<file path="src/rtl/clock_gen_pkg.sv">
// Shared constants for the multi-rate clock generator: board frequency,
// common divisors and the channel-select width helper.
package clock_gen_pkg;

  localparam int CLK_HZ        = 100_000_000;
  localparam int DIV_1HZ_TICK  = 100_000_000;
  localparam int DIV_1HZ_CLK   = 50_000_000;
  localparam int DIV_4HZ_CLK   = 12_500_000;
  localparam int DIV_1KHZ_TICK = 100_000;
  localparam int DEF_CNT_W     = 27;

  // Width of a channel index; a single channel still gets a 1-bit select.
  function automatic int sel_w(input int n);
    return (n > 1) ? $clog2(n) : 1;
  endfunction

endpackage

</file>
<file path="src/rtl/clk_div_channel.sv">
// One divider channel: counter, active and deferred divisors, and the
// registered tick / toggled clock outputs.
module clk_div_channel
  import clock_gen_pkg::*;
#(
  parameter int CNT_W     = DEF_CNT_W,
  parameter int DIV_RESET = DIV_4HZ_CLK
) (
  input  logic             clk_in,
  input  logic             rst,
  input  logic             i_run,
  input  logic             i_wr_now,
  input  logic             i_wr_def,
  input  logic [CNT_W-1:0] i_wr_div,
  output logic             o_tick,
  output logic             o_clk_out,
  output logic             o_pending
);

  logic [CNT_W-1:0] r_count;
  logic [CNT_W-1:0] r_div_active;
  logic [CNT_W-1:0] r_div_next;
  logic             r_pending;
  logic             r_tick;
  logic             r_clk_out;
  logic             w_wrap;

  // Compare against div-1 so a maximal divisor never needs an extra bit.
  assign w_wrap = i_run && (r_count == r_div_active - CNT_W'(1));

  always_ff @(posedge clk_in) begin
    if (rst) begin
      r_count      <= '0;
      r_div_active <= CNT_W'(DIV_RESET);
      r_div_next   <= CNT_W'(DIV_RESET);
      r_pending    <= 1'b0;
      r_tick       <= 1'b0;
      r_clk_out    <= 1'b0;
    end else begin
      r_tick <= 1'b0;
      // NOTE: the immediate write is tested first so it overrides a coincident wrap.
      if (i_wr_now) begin
        r_div_active <= i_wr_div;
        r_count      <= '0;
        r_pending    <= 1'b0;
      end else if (w_wrap) begin
        r_count   <= '0;
        r_tick    <= 1'b1;
        r_clk_out <= ~r_clk_out;
        if (i_wr_def) begin
          r_div_active <= i_wr_div;
          r_pending    <= 1'b0;
        end else if (r_pending) begin
          r_div_active <= r_div_next;
          r_pending    <= 1'b0;
        end
      end else begin
        if (i_run) r_count <= r_count + CNT_W'(1);
        if (i_wr_def) begin
          r_div_next <= i_wr_div;
          r_pending  <= 1'b1;
        end
      end
    end
  end

  assign o_tick    = r_tick;
  assign o_clk_out = r_clk_out;
  assign o_pending = r_pending;

endmodule

</file>
<file path="src/rtl/multi_rate_clock_gen.sv">
// NUM_CH independent clock dividers with runtime divisor writes; the top
// decodes the configuration port and flags illegal writes.
module multi_rate_clock_gen
  import clock_gen_pkg::*;
#(
  parameter int NUM_CH    = 4,
  parameter int CNT_W     = DEF_CNT_W,
  parameter int DIV_RESET = DIV_4HZ_CLK
) (
  input  logic                       clk_in,
  input  logic                       rst,
  input  logic                       en,
  input  logic [NUM_CH-1:0]          ch_en,
  input  logic                       cfg_we,
  input  logic [sel_w(NUM_CH)-1:0]   cfg_ch,
  input  logic [CNT_W-1:0]           cfg_div,
  input  logic                       cfg_now,
  output logic [NUM_CH-1:0]          tick,
  output logic [NUM_CH-1:0]          clk_out,
  output logic [NUM_CH-1:0]          div_pending,
  output logic                       cfg_err
);

  localparam int CH_W = sel_w(NUM_CH);
  localparam logic [CH_W:0] NUM_CH_L = (CH_W + 1)'(NUM_CH);

  logic w_legal;
  logic r_cfg_err;

  assign w_legal = (cfg_div != '0) && ({1'b0, cfg_ch} < NUM_CH_L);

  always_ff @(posedge clk_in) begin
    if (rst) r_cfg_err <= 1'b0;
    else     r_cfg_err <= cfg_we && !w_legal;
  end

  assign cfg_err = r_cfg_err;

  for (genvar i = 0; i < NUM_CH; i++) begin : g_ch
    logic w_sel;
    assign w_sel = cfg_we && w_legal && (cfg_ch == CH_W'(i));

    clk_div_channel #(
      .CNT_W     (CNT_W),
      .DIV_RESET (DIV_RESET)
    ) u_ch (
      .clk_in    (clk_in),
      .rst       (rst),
      .i_run     (en && ch_en[i]),
      .i_wr_now  (w_sel && cfg_now),
      .i_wr_def  (w_sel && !cfg_now),
      .i_wr_div  (cfg_div),
      .o_tick    (tick[i]),
      .o_clk_out (clk_out[i]),
      .o_pending (div_pending[i])
    );
  end

endmodule

</file>
<file path="config.mk">
export PLATFORM = sky130hd
export DESIGN_NAME = multi_rate_clock_gen
export DESIGN_NICKNAME = d
export VERILOG_FILES = /design/src/rtl/clock_gen_pkg.sv /design/src/rtl/clk_div_channel.sv /design/src/rtl/multi_rate_clock_gen.sv
export SDC_FILE = /design/constraint.sdc
export NUM_CORES = 1
export LEC_CHECK = 0
export CAP_MARGIN = 30
export CORE_AREA = 2 2 172 174
export DETAILED_ROUTE_END_ITERATION = 12
export DIE_AREA = 0 0 174 176
export GPL_ROUTABILITY_DRIVEN = 1
export PLACE_DENSITY = 0.86
export SLEW_MARGIN = 25
export SYNTH_ARGS = -nofsm -noshare
export SYNTH_HDL_FRONTEND = slang
export SYNTH_HIERARCHICAL = 1
export SYNTH_SLANG_ARGS = --single-unit
</file>
<file path="constraint.sdc">
create_clock -name clk_in -period 7.62 [get_ports clk_in]
set_input_delay 0.762 -clock clk_in [delete_from_list [all_inputs] [get_ports clk_in]]
set_output_delay 0.762 -clock clk_in [all_outputs]
set_load 0.01 [all_outputs]
</file>
* Word level (Yosys, flattened, before mapping) *
Index checks and enable logic that the tools add are counted.
W data, S select, Z words.

word-level totals
  output and inout port bits = 13
  input bits = 38
  bits in registers = 337

cells by class
  reduce and logical (&&, ||, !) cells = 54
  equal/unequal tests = 7
  mux-type cells = 20
  add/sub/neg operators = 8
  bitwise operators = 12

operators with widths
  cell                     count
  $mux W27                 16
  $add A27 B1 Y27 const B  4
  $eq A27 B27 Y1           4
  $sub A27 B1 Y27 const B  4
  $reduce_bool A27 Y1      1
  $logic_and A1 B1 Y1      22
  $reduce_and A2 Y1        8
  $not A1 Y1               12
  $reduce_and A3 Y1        4
  $reduce_bool A3 Y1       4
  $reduce_or A3 Y1         4
  $reduce_bool A2 Y1       4
  $reduce_or A2 Y1         4
  $eq A2 B2 Y1 const B     2
  $mux W1                  4
  $eq A2 B1 Y1 const B     1
  $logic_not A1 Y1         2
  $logic_not A2 Y1         1

* Logic depth before layout (Yosys ltp) *
Gate-level depths: netlist (run 1).

  depth in word-level cells = 7
  gate-level depth with buffers = 13

* Modules after synthesis *
Netlist (run 1), hierarchy kept.

modules (own cells, without submodules)
  module                              cells each  area an instance (um^2)  instances  seq. area each (um^2)
  clk_div_channel (g_ch[0].u_ch ...)  543         4752.1                   3          1681.6
  clk_div_channel (g_ch[3].u_ch)      579         4884.7                   1          1681.6
  multi_rate_clock_gen                30          244.0                    1          20.0

* Worst setup path after synthesis (run 1) *
Ideal clock, no wire load.

  path kind = input to register
  start = input cfg_div[22]
  end = register g_ch[3].u_ch.r_div_active[14]
  arrival time = 2961 ps
  stages on the path = 9
  library setup time = 121 ps
  data required time = 7499 ps
  slack = 4538 ps
  cells stage by stage = nor3_1 -> and3_4 -> buf_6 -> a2111oi_1 -> nor2_1 -> nor4_2 -> a21oi_4 -> buf_12 -> mux2_4

between the ends
  cells in the longest elaborated chain, start to end = 7

RTL lines
  element                               RTL line                    text
  start, declared                       multi_rate_clock_gen.sv:16  input logic [CNT_W-1:0] cfg_div,
  $reduce_bool A27 Y1 (*)               multi_rate_clock_gen.sv:30  assign w_legal = (cfg_div != '0) && ({1'b0, cfg_ch} < NUM_CH_L);
  $logic_and A1 B1 Y1 (*) (2 in a row)  multi_rate_clock_gen.sv:41  assign w_sel = cfg_we && w_legal && (cfg_ch == CH_W'(i));
  $logic_and A1 B1 Y1                   multi_rate_clock_gen.sv:51  .i_wr_def (w_sel && !cfg_now),
  $mux W27                              clk_div_channel.sv:50       if (i_wr_def) begin
  $mux W27                              clk_div_channel.sv:46       end else if (w_wrap) begin
  $mux W27                              clk_div_channel.sv:42       if (i_wr_now) begin
  end signal, assigned                  clk_div_channel.sv:43       r_div_active <= i_wr_div;
  end signal, assigned                  clk_div_channel.sv:51       r_div_active <= i_wr_div;
  end signal, assigned                  clk_div_channel.sv:54       r_div_active <= r_div_next;
  end, declared                         clk_div_channel.sv:21       logic [CNT_W-1:0] r_div_active;

Every way passes the cells marked *; elsewhere a longest branch is shown, timed or not. The select of a mux whose other input is x is not followed.
A chain may end at the register's enable or synchronous reset.

* Worst setup path in the final report (run 1) *
  start = register g_ch[1].u_ch.r_div_active[0]
  end = register g_ch[1].u_ch.r_div_next[25]

between the ends
  cells in the longest elaborated chain, start to end = 5

RTL lines
  element                             RTL line               text
  start, declared                     clk_div_channel.sv:21
  start signal, assigned              clk_div_channel.sv:34  r_div_active <= CNT_W'(DIV_RESET);
  start signal, assigned              clk_div_channel.sv:43
  start signal, assigned              clk_div_channel.sv:51
  $sub A27 B1 Y27                     clk_div_channel.sv:29  assign w_wrap = i_run && (r_count == r_div_active - CNT_W'(1));
  $eq A27 B27 Y1                      clk_div_channel.sv:29
  $logic_and A1 B1 Y1                 clk_div_channel.sv:29
  $not A1 Y1 (no source line)         n/a
  $reduce_and A3 Y1 (no source line)  n/a
  end signal, assigned                clk_div_channel.sv:35  r_div_next <= CNT_W'(DIV_RESET);
  end signal, assigned                clk_div_channel.sv:60  r_div_next <= i_wr_div;
  end, declared                       clk_div_channel.sv:22  logic [CNT_W-1:0] r_div_next;

No other way between the ends.

==> results of run 1 <==
## final timing paths
kind	start	endpoint	slack [ns]	cells past startpoint
worst max-delay path	g_ch[1].u_ch/r_div_active[0]	g_ch[1].u_ch/r_div_next[25]	3.22	11
worst min-delay path	g_ch[1].u_ch/r_div_next[9]	g_ch[1].u_ch/r_div_next[9]	0.47	2
worst max register to register	g_ch[1].u_ch/r_div_active[0]	g_ch[1].u_ch/r_div_next[25]	3.22	11
worst min register to register	g_ch[1].u_ch/r_div_next[9]	g_ch[1].u_ch/r_div_next[9]	0.47	2
## per-layer routing
layer	up-vias	track usage [%]	wire length, um
li1	7748	-	-
met1	7839	39.6	20700
met2	562	52.8	22800
met3	155	5.25	3410
met4	0	16.6	2480
met5	-	0	0
## state kept, by name, summed over array words and instances (netlist names)
signal / count
g_ch.u_ch/r_count: 108
g_ch.u_ch/o_tick: 4
g_ch.u_ch/r_div_active: 108
cfg_err: 1
g_ch.u_ch/o_pending: 4
g_ch.u_ch/r_div_next: 108
g_ch.u_ch/o_clk_out: 4
## where the power goes
| group | total [W] | internal (W) | switching, W |
|---|---|---|---|
| registers | 0.00182 | 0.00179 | 0.0000336 |
| clock network | 0.00188 | 0.00115 | 0.000732 |
| logic | 0.000304 | 0.000124 | 0.000180 |
## logic make-up after synthesis
| group | count (synthesis) | share of synthesized area [%] |
|---|---|---|
| muxes | 230 | 12.1 |
| buffers and inverters | 165 | 4.20 |
| AOI/OAI and AO/OA | 245 | 8.69 |
| and+or+nand+nor | 1015 | 28.9 |
| DFF | 337 | 34.8 |
| adders and majority gates | 8 | 0.516 |
| xor gates and xnor gates | 238 | 10.8 |
## stage by stage
step	utilization, %	power (W)	cell area [um2]
6_report	74.8	0.00401	21300
5_1_grt	74.8	0.00411	21300
4_1_cts	74.6	0.00402	21300
3_5_place_dp	70.2	0.00215	20000
3_3_place_gp	69.9	0.00214	19900
2_1_floorplan	-	0.00205	19400
## worst reg2reg max path: stages, from the launching register on
cell and delay, ns:
sky130_fd_sc_hd__dfxtp_1 0.37, sky130_fd_sc_hd__inv_1 0.09, sky130_fd_sc_hd__ha_1 0.23, sky130_fd_sc_hd__nor3b_1 0.24, sky130_fd_sc_hd__nand4_1 0.50, sky130_fd_sc_hd__o21ai_0 0.33
sky130_fd_sc_hd__a21oi_1 0.10, sky130_fd_sc_hd__a311oi_1 0.74, sky130_fd_sc_hd__nor4b_4 0.15, sky130_fd_sc_hd__nor3b_2 0.82, sky130_fd_sc_hd__buf_4 0.49, sky130_fd_sc_hd__mux2i_1 0.27
## Yosys cell counts (6+ instances only)
library cell / count / share of area, %
sky130_fd_sc_hd__clkbuf_1: 88 / 1.7
sky130_fd_sc_hd__xor2_1: 103 / 4.7
sky130_fd_sc_hd__nand2b_1: 131 / 4.2
sky130_fd_sc_hd__a21oi_1: 38 / 0.98
sky130_fd_sc_hd__nand4_1: 36 / 1.2
sky130_fd_sc_hd__o311a_1: 7 / 0.36
sky130_fd_sc_hd__a31oi_1: 9 / 0.29
sky130_fd_sc_hd__nand2_1: 100 / 1.9
sky130_fd_sc_hd__nor4b_4: 6 / 0.74
sky130_fd_sc_hd__nor4_4: 7 / 0.77
sky130_fd_sc_hd__buf_4: 11 / 0.43
sky130_fd_sc_hd__and3_1: 18 / 0.58
sky130_fd_sc_hd__a211oi_1: 54 / 2.1
sky130_fd_sc_hd__o2111a_1: 9 / 0.52
sky130_fd_sc_hd__mux2_4: 8 / 0.62
sky130_fd_sc_hd__nor4_1: 17 / 0.55
sky130_fd_sc_hd__ha_1: 8 / 0.52
sky130_fd_sc_hd__buf_2: 14 / 0.36
sky130_fd_sc_hd__xnor2_1: 135 / 6.1
sky130_fd_sc_hd__buf_6: 16 / 0.93
sky130_fd_sc_hd__o21ai_0: 26 / 0.67
sky130_fd_sc_hd__a21o_1: 7 / 0.27
sky130_fd_sc_hd__or4_1: 8 / 0.31
sky130_fd_sc_hd__or3_1: 25 / 0.81
sky130_fd_sc_hd__o21ai_1: 45 / 1.2
sky130_fd_sc_hd__nor2b_1: 68 / 2.2
sky130_fd_sc_hd__nor3_1: 87 / 2.2
sky130_fd_sc_hd__nor3b_1: 65 / 2.5
sky130_fd_sc_hd__dfxtp_1: 337 / 35
sky130_fd_sc_hd__and2_1: 8 / 0.26
sky130_fd_sc_hd__mux2i_1: 213 / 11
sky130_fd_sc_hd__inv_1: 31 / 0.60
sky130_fd_sc_hd__o31ai_1: 6 / 0.23
sky130_fd_sc_hd__mux2_2: 9 / 0.52
sky130_fd_sc_hd__nand3_1: 39 / 1.0
sky130_fd_sc_hd__nor2_1: 345 / 6.7
sky130_fd_sc_hd__and4_1: 14 / 0.63
## layout make-up
type,count,area [um2]
multi-input combinational,1736,12000
fill,2133,7200
tap,384,480
clock inverter,21,294
clock buffer,43,968
timing repair buffer,77,782
sequential,337,6750
inverter,31,116
==> implementation parameters, run 1 <==
Parameter                              Value

Global routing
  Global-route wire length before repair ... 79700 um
  Largest net degree at the start of global routing ... 130
  Global-route usage over all layers ... 31.7%
  Vias in the first global route ... 16000
  GRT Residual Overflow ... 0
  Number of antenna violations at the first check in global routing ... 0

Timing
  Smallest hold slack ... 0.472 ns
  Share of the clock period used by the worst path ... 57.7%
  Crit path setup slack, layout ... around 3.2 ns
  Final-report hold violation count ... 0
  Highest attainable clock frequency ... 227 MHz
  Final Slew Violations ... 0
  Setup repair after global routing missed its margin ... no
  Least-Margin Pin Slew ... 0.973 ns
  Time the final worst path needs with I/O delays and setup ... around 4.4 ns
  Sum Neg Setup Slack ... 0 ns
  Tightest slew margin relative to the limit ... 34.8%
  Final worst clock skew ... approximately 0.015 ns
  Number of endpoints failing setup at the final stage ... 0

Floorplan
  Number of top-level design ports ... 51
  Placeable core region ... 28500 um2
  Die footprint ... 30600 um2
  Num rows ... a little over 60
  Die Span Y ... 176 um
  Initial standard-cell utilization of the core ... 67.9%
  Chip Width ... 174 um

Synth
  Post-synth top flop ... sky130_fd_sc_hd__dfxtp_1
  Count of yosys warnings during synthesis ... 6
  Post-synth EDFFs ... 0
  Number of cells produced by synthesis ... 2238
  Synth Cell Area ... 19400 um2
  Portion of the post-synthesis area used by sequential elements ... a little over a third
  Post-synthesis async set-or-reset flop share ... 0%
  Post-synthesis cell type count ... 73
  Register bit total from synthesis ... ~340
  Post-Synthesis Net Count ... between 2000 and 2500
  Syn avg cell area ... 8.66 um2

Route
  Routed wire length ... 49300 um
  DRC violation count after routing ... 0
  DR pass1 iterations ... 6
  Detailed-route via count ... 16300
  Post-detailed-route via-to-cell ratio ... 6.20
  Average wire per standard cell ... 18.8 um
  First-iteration detailed-routing DRC count ... approximately 1400
  Antenna-violating nets left ... 0

Critical path
  Crit-path cells ... inv_1, ha_1, nor3b_1, nand4_1, o21ai_0, a21oi_1, a311oi_1, nor4b_4, nor3b_2, buf_4, mux2i_1
  Count of buffering cells on the critical path with inverters included ... 2
  Largest incremental delay on the critical path ... 0.82 ns
  Critical path startpoint category ... flop
  Kind of cell adding the most delay to the critical path ... simple AND/OR/NAND/NOR gates
  Critical path start-end classification ... reg2reg
  Arrival time at the worst endpoint ... 4.84 ns
  Maximum fanout count along the critical path ... 19
  Library cell contributing the largest single delay on the critical path ... sky130_fd_sc_hd__nor3b_2
  Worst EP required ... 8.06 ns
  Worst Setup End Kind ... flop

Place
  Routability congestion estimate from global placement ... 0.928
  Post-placement worst setup slack ... 2.87 ns
  Post-DP HPWL ... 34500 um
  Count of buffers from port buffering ... 50
  Instance count after placement with tap cells included ... 2561

Cells and area
  Final #Nets ... 2265
  Diodes inserted ... 0
  Final Non-Filler Cells ... 2629
  Commonest cells after routing, fill and taps aside ... sky130_fd_sc_hd__nor2_1 (339), sky130_fd_sc_hd__dfxtp_1 (337), sky130_fd_sc_hd__mux2i_1 (213), sky130_fd_sc_hd__xnor2_1 (135), sky130_fd_sc_hd__nand2b_1 (131)
  Layout cells sized above 1 ... 7.57%
  Most common cell after layout, fill and taps aside ... sky130_fd_sc_hd__nor2_1
  Layout area overhead ... 10.1%

Job
  Maxcap violations ... 0

Power and ir drop
  Power per cell area ... ~190 nW/um2
  Leakage power summed over all cells ... between 7 and 8 nW
  Worst ir drop on vdd ... 169 uV

Run status
  Run status ... finished clean

CTS
  CTS tree ... built
  Post-cts sizing count ... 0
  Clk pin slew, worst setup/hold paths ... about 0.060 ns
  Cell at the root of the clock tree ... sky130_fd_sc_hd__clkbuf_16
  Total of hold buffers inserted after clock tree synthesis ... 0
  Clock buffers created by TritonCTS ... 36
  Post-CTS Setup Bufs ... 0
  Maximum number of buffers from clock root to sink ... 3
  Clock sinks ... 337
  Clock latency at the later pin of the worst-skew pair ... 0.52 ns
  Count of H-tree levels built during CTS ... 2

Worst hold path
  Class of the most critical hold timing path ... reg2reg
(Power assumes the default switching activity.)
==> run 2, diff against run 1 <==
CORE_AREA = 2 2 179 181   (was 2 2 172 174)
DIE_AREA = 0 0 181 183   (was 0 0 174 176)
PLACE_DENSITY = 0.8   (was 0.86)
clock period = 4.1 ns   (was 7.62 ns; I/O delays follow)
==> run 2 against run 1 <==
  * Wire length is 2.4% lower
  * Non-clock buffer count is 44 higher
  * Combinational power is 94% higher
  * Sequential power is 86% higher
  * Sequential cell count stayed put
  * Via count is 1.6% lower
  * Global-route usage is 3.3 points lower
  * Critical path depth stayed put
  * Largest cell class unchanged
==> implementation parameters, run 2 (synthesized netlist as in run 1, its figures left out) <==
Parameter                              Value

Run status
  Run status ... finished clean

Place
  Post-DP HPWL ... roughly 33000 um
  Standard cell area after detailed placement ... between 20000 and 25000 um2
  Routability congestion estimate from global placement ... 0.933
  Count of buffers from port buffering ... 50
  Post-placement worst setup slack ... around 0.31 ns

CTS
  Post-cts sizing count ... 0
  CTS tree ... built
  Clock sinks ... 337
  Maximum number of buffers from clock root to sink ... 3
  Clock latency at the later pin of the worst-skew pair ... around 0.53 ns
  Post-CTS Setup Bufs ... 0
  Count of H-tree levels built during CTS ... 2
  Clk pin slew, worst setup/hold paths ... roughly 0.060 ns
  Cell at the root of the clock tree ... sky130_fd_sc_hd__clkbuf_16
  Total of hold buffers inserted after clock tree synthesis ... 0
  Clock buffers created by TritonCTS ... 38

Power and ir drop
  Leakage power summed over all cells ... 7.74 nW
  Worst ir drop on vdd ... 307 uV
  Power per cell area ... 341 nW/um2

Route
  Antenna-violating nets left ... 0
  First-iteration detailed-routing DRC count ... 1230
  Average wire per standard cell ... 17.9 um
  Routed wire length ... 48100 um
  Post-detailed-route via-to-cell ratio ... around 6
  Detailed-route via count ... 16000
  DRC violation count after routing ... 0
  DR pass1 iterations ... 5

Floorplan
  Die footprint ... 33100 um2
  Placeable core region ... 31200 um2
  Initial standard-cell utilization of the core ... around 62%
  Chip Width ... 181 um
  Number of top-level design ports ... 51
  Die Span Y ... 183 um
  Num rows ... 65

Cells and area
  Fill cell total of the finished layout ... 2481
  Final #Nets ... 2311
  Sequential Area ... 6750 um2
  Top Registers ... g_ch.u_ch/r_count: 108 flops, g_ch.u_ch/r_div_active: 108 flops, g_ch.u_ch/r_div_next: 108 flops
  Multi-input logic area ... 12000 um2
  Most common cell after layout, fill and taps aside ... sky130_fd_sc_hd__nor2_1
  Layout area overhead ... 11.8%
  Layout cells sized above 1 ... 9.20%
  Commonest cells after routing, fill and taps aside ... sky130_fd_sc_hd__nor2_1 (340), sky130_fd_sc_hd__dfxtp_1 (337), sky130_fd_sc_hd__mux2i_1 (213), sky130_fd_sc_hd__xnor2_1 (135), sky130_fd_sc_hd__nand2b_1 (131)
  Final instance area ... 21700 um2
  Diodes inserted ... 0

Global routing
  Global-route usage over all layers ... 28.4%
  Vias in the first global route ... 15200
  Largest net degree at the start of global routing ... 126
  Global-route wire length before repair ... 77300 um
  Number of antenna violations at the first check in global routing ... 0
  GRT Residual Overflow ... 0

Timing
  Highest attainable clock frequency ... 267 MHz
  Time the final worst path needs with I/O delays and setup ... 3.75 ns
  Sum Neg Setup Slack ... 0 ns
  Share of the clock period used by the worst path ... 91.3%
  Final Slew Violations ... 0
  Number of endpoints failing setup at the final stage ... 0
  Least-Margin Pin Slew ... 0.930 ns
  Final worst clock skew ... 0.00868 ns
  Crit path setup slack, layout ... 0.355 ns
  Setup repair after global routing missed its margin ... no
  Final-report hold violation count ... 0
  Tightest slew margin relative to the limit ... 37.6%

Worst hold path
  Class of the most critical hold timing path ... in2reg

Critical path
  Critical path startpoint category ... flop
  Largest incremental delay on the critical path ... 0.73 ns
  Arrival time at the worst endpoint ... 4.19 ns
  Critical path start-end classification ... reg2reg
  Crit-path cells ... inv_1, ha_1, nor3b_1, nand4_1, o21ai_0, a21oi_1, a311oi_1, nor4b_4, nor3b_2, buf_4, mux2i_1
  Worst Setup End Kind ... flop
  Maximum fanout count along the critical path ... 27
  Library cell contributing the largest single delay on the critical path ... sky130_fd_sc_hd__a311oi_1
  Worst EP required ... ~4.6 ns
  Count of buffering cells on the critical path with inverters included ... 2
  Kind of cell adding the most delay to the critical path ... compound AO/OA/AOI/OAI gates

Job
  Maxcap violations ... 0
==> run 2: changes by cell type in the layout (fill, tap and decap cells not counted), sizes merged <==
cell / before / now
inv: 31 / 33
bufinv: 7 / 2
clkinv: 10 / 6
buf: 28 / 72
clkbuf: 43 / 58
clkinvlp: 4 / 1
==> run 2: layer usage <==
metal / GRT usage [%] / wire length (um) / vias up
met5: 0 / 0 / -
met4: 13.7 / 2360 / 0
met3: 3.85 / 2490 / 135
met2: 46.3 / 22000 / 455
met1: 37.3 / 21300 / 7615
li1: - / - / 7836
==> run 2: report_power, final <==
group	total (W)	switching, W	internal [W]
Sequential	0.00338	0.0000571	0.00332
Combinational	0.000591	0.000340	0.000251
Clock	0.00342	0.00138	0.00204
==> run 2: cell type report <==
type	instances	share of cell area (%)
Clock inverter	11	0.542
Timing Repair Buffer	121	5.11
Multi-Input combinational cell	1736	55.1
Tap cell	402	2.32
Clock buffer	58	5.25
Sequential cell	337	31.1
Inverter	31	0.537
==> run 2: final timing paths <==
check                           endpoint  cells after the start  slack (ns)                          from
min reg2reg  g_ch[0].u_ch/r_div_next[24]                      2        0.48   g_ch[0].u_ch/r_div_next[24]
max          g_ch[2].u_ch/r_div_next[20]                     11        0.35  g_ch[2].u_ch/r_div_active[0]
min          g_ch[0].u_ch/r_div_next[20]                      3        0.42                           rst
max reg2reg  g_ch[2].u_ch/r_div_next[20]                     11        0.35  g_ch[2].u_ch/r_div_active[0]
==> run 2: per-stage QoR <==
step	hold WS, ns	instances	total power, W	util, %
2_1_floorplan	0.448	2238	0.00381	-
3_3_place_gp	0.457	2626	0.00401	65.3
3_5_place_dp	0.466	2626	0.00403	65.3
4_1_cts	0.405	2695	0.00743	69.3
5_1_grt	0.457	2696	0.00763	69.4
6_report	0.420	2696	0.00739	69.4
==> run 2: worst min-delay path: stages <==
cell and delay (ns):
sky130_fd_sc_hd__buf_8 0.25, sky130_fd_sc_hd__nor2_1 0.16, sky130_fd_sc_hd__mux2i_1 0.07
==> run 3, diff against run 2 <==
MAX_ROUTING_LAYER = met4   (was not set)
==> run 3 against run 2 <==
  * Register-to-register slack got worse by 0.06 ns
  * Wire length up 1.2%
  * Cell area is 0.15% higher
  * Clock power hardly changed
  * Sequential power about the same
  * Critical path type unchanged
  * Largest cell class unchanged
==> implementation parameters, run 3 (synthesized netlist as in run 1, its figures left out) <==
Parameter                              Value

Route
  DRC violation count after routing ... 0
  Post-detailed-route via-to-cell ratio ... roughly 6.0
  Detailed-route via count ... 16200
  Antenna-violating nets left ... 0
  First-iteration detailed-routing DRC count ... approximately 1300
  Average wire per standard cell ... between 15 and 20 um
  DR pass1 iterations ... 6
  Routed wire length ... 48700 um

Global routing
  Vias in the first global route ... ~16000
  GRT Residual Overflow ... 0
  Global-route usage over all layers ... approximately 30%
  Largest net degree at the start of global routing ... ~170
  Number of antenna violations at the first check in global routing ... 0
  Global-route wire length before repair ... 79600 um

CTS
  Cell at the root of the clock tree ... sky130_fd_sc_hd__clkbuf_16
  Total of hold buffers inserted after clock tree synthesis ... 0
  Clk pin slew, worst setup/hold paths ... ~0.06 ns
  Clock sinks ... about 340
  Count of H-tree levels built during CTS ... 2
  Clock buffers created by TritonCTS ... 38
  Post-CTS Setup Bufs ... 0
  Maximum number of buffers from clock root to sink ... 3
  Post-cts sizing count ... 0
  Clock latency at the later pin of the worst-skew pair ... 0.53 ns
  CTS tree ... built

Place
  Standard cell area after detailed placement ... about 20000 um2
  Post-DP HPWL ... 34100 um
  Routability congestion estimate from global placement ... just over 0.9
  Count of buffers from port buffering ... 50
  Post-placement worst setup slack ... 0.316 ns

Worst hold path
  Min-Delay Startpoint ... rst
  Class of the most critical hold timing path ... in2reg

Timing
  Highest attainable clock frequency ... between 200 and 300 MHz
  Final worst clock skew ... 0.0100 ns
  Final-report hold violation count ... 0
  Time the final worst path needs with I/O delays and setup ... 3.80 ns
  Setup repair after global routing missed its margin ... no
  Least-Margin Pin Slew ... 0.925 ns
  Sum Neg Setup Slack ... 0 ns
  Final Slew Violations ... 0
  Smallest hold slack ... 0.444 ns
  Tightest slew margin relative to the limit ... a little under two fifths
  Share of the clock period used by the worst path ... roughly 93%
  Crit path setup slack, layout ... 0.298 ns
  Number of endpoints failing setup at the final stage ... 0

Run status
  Run status ... finished clean

Critical path
  Critical Path Most Common Cell ... sky130_fd_sc_hd__nand4_1
  Worst EP required ... 4.50 ns
  Maximum fanout count along the critical path ... 28
  Largest incremental delay on the critical path ... 0.56 ns
  Worst Setup End Kind ... flop
  Kind of cell adding the most delay to the critical path ... simple AND/OR/NAND/NOR gates
  Critical path start-end classification ... reg2reg
  Count of buffering cells on the critical path with inverters included ... 2
  Arrival time at the worst endpoint ... 4.20 ns
  Library cell contributing the largest single delay on the critical path ... sky130_fd_sc_hd__nor4b_4
  Critical path startpoint category ... flop
  Beginning of the critical path ... g_ch[2].u_ch/r_div_active[0]
  Startpoint of the most critical register-to-register path ... g_ch[2].u_ch/r_div_active[0]
  Crit-path cells ... inv_1, ha_1, nor3b_1, nand4_1, xnor2_1, a2111oi_0, nand4_1, nor4b_4, or3_1, buf_4, nor2_1

Cells and area
  Final instance area ... roughly 22000 um2
  Diodes inserted ... 0
  Final #Nets ... 2315
  Util after Layout ... 69.5%
  Top Registers ... g_ch.u_ch/r_count: 108 flops, g_ch.u_ch/r_div_active: 108 flops, g_ch.u_ch/r_div_next: 108 flops
  Commonest cells after routing, fill and taps aside ... sky130_fd_sc_hd__nor2_1 (340), sky130_fd_sc_hd__dfxtp_1 (337), sky130_fd_sc_hd__mux2i_1 (213), sky130_fd_sc_hd__xnor2_1 (135), sky130_fd_sc_hd__nand2b_1 (131)
  Layout area overhead ... 12.0%
  Layout cells sized above 1 ... roughly a tenth
  Most common cell after layout, fill and taps aside ... sky130_fd_sc_hd__nor2_1

Floorplan
  Initial standard-cell utilization of the core ... 62.1%
  Placeable core region ... 31200 um2
  Chip Width ... 181 um
  Num rows ... 65
  Die Span Y ... 183 um
  Number of top-level design ports ... 51
  Die footprint ... between 30000 and 40000 um2

Power and ir drop
  Power per cell area ... roughly 340 nW/um2
  Worst ir drop on vdd ... between 200 and 300 uV
  Leakage power summed over all cells ... a little under 8 nW

Job
  Maxcap violations ... 0
-- run 3: cell types whose count changed in the layout (fill, tap and decap cells not counted), sizes merged --
cell	previous run	this run
bufinv	2	1
clkinv	6	5
clkinvlp	1	0
buf	72	76
clkbuf	58	62
inv	33	31
-- run 3: worst paths after layout --
| kind | end | slack, ns | depth (start not counted) |
|---|---|---|---|
| worst max-delay path | g_ch[2].u_ch/r_count[0] | 0.30 | 11 |
| worst max register to register | g_ch[2].u_ch/r_count[0] | 0.30 | 11 |
| worst min-delay path | g_ch[0].u_ch/r_div_active[20] | 0.44 | 3 |
| worst min register to register | g_ch[1].u_ch/r_div_next[2] | 0.47 | 2 |
-- run 3: cell type report --
cell class	instances	area, um2
inverter	31	116
clock buffer	62	1210
tap	402	503
multi-input combinational	1736	12000
timing repair buffer	125	1130
fill	2442	9520
sequential	337	6750
clock inverter	6	55.1
-- run 3: worst reg2reg max path: cells and delay by family, from the launching register on --
kind                       cells  cell delay (ns)
AOI/OAI and AO/OA              1             0.44
DFF                            1             0.38
and+or+nand+nor                6             1.88
adders and majority gates      1             0.24
buffers and inverters          2             0.39
xor gates and xnor gates       1             0.34
-- run 3: metrics by stage --
stage,total power [W],instances
floorplan,0.00381,2238
global placement,0.00401,2630
detailed placement,0.00404,2631
CTS,0.00744,2699
global route,0.00764,2699
finish,0.00741,2699
-- run 3: routing by layer --
metal | track usage (%) | share of wire [%] | up-vias
met4 | 13.1 | 4.8 | 0
met3 | 2.92 | 4.5 | 137
li1 | - | - | 7822
met2 | 48.8 | 46 | 435
met5 | - | 0 | -
met1 | 38.2 | 44 | 7777
-- run 3: power by group --
group / internal (W) / switching, W
registers: 0.00332 / 0.0000578
logic: 0.000252 / 0.000341
clock network: 0.00208 / 0.00135
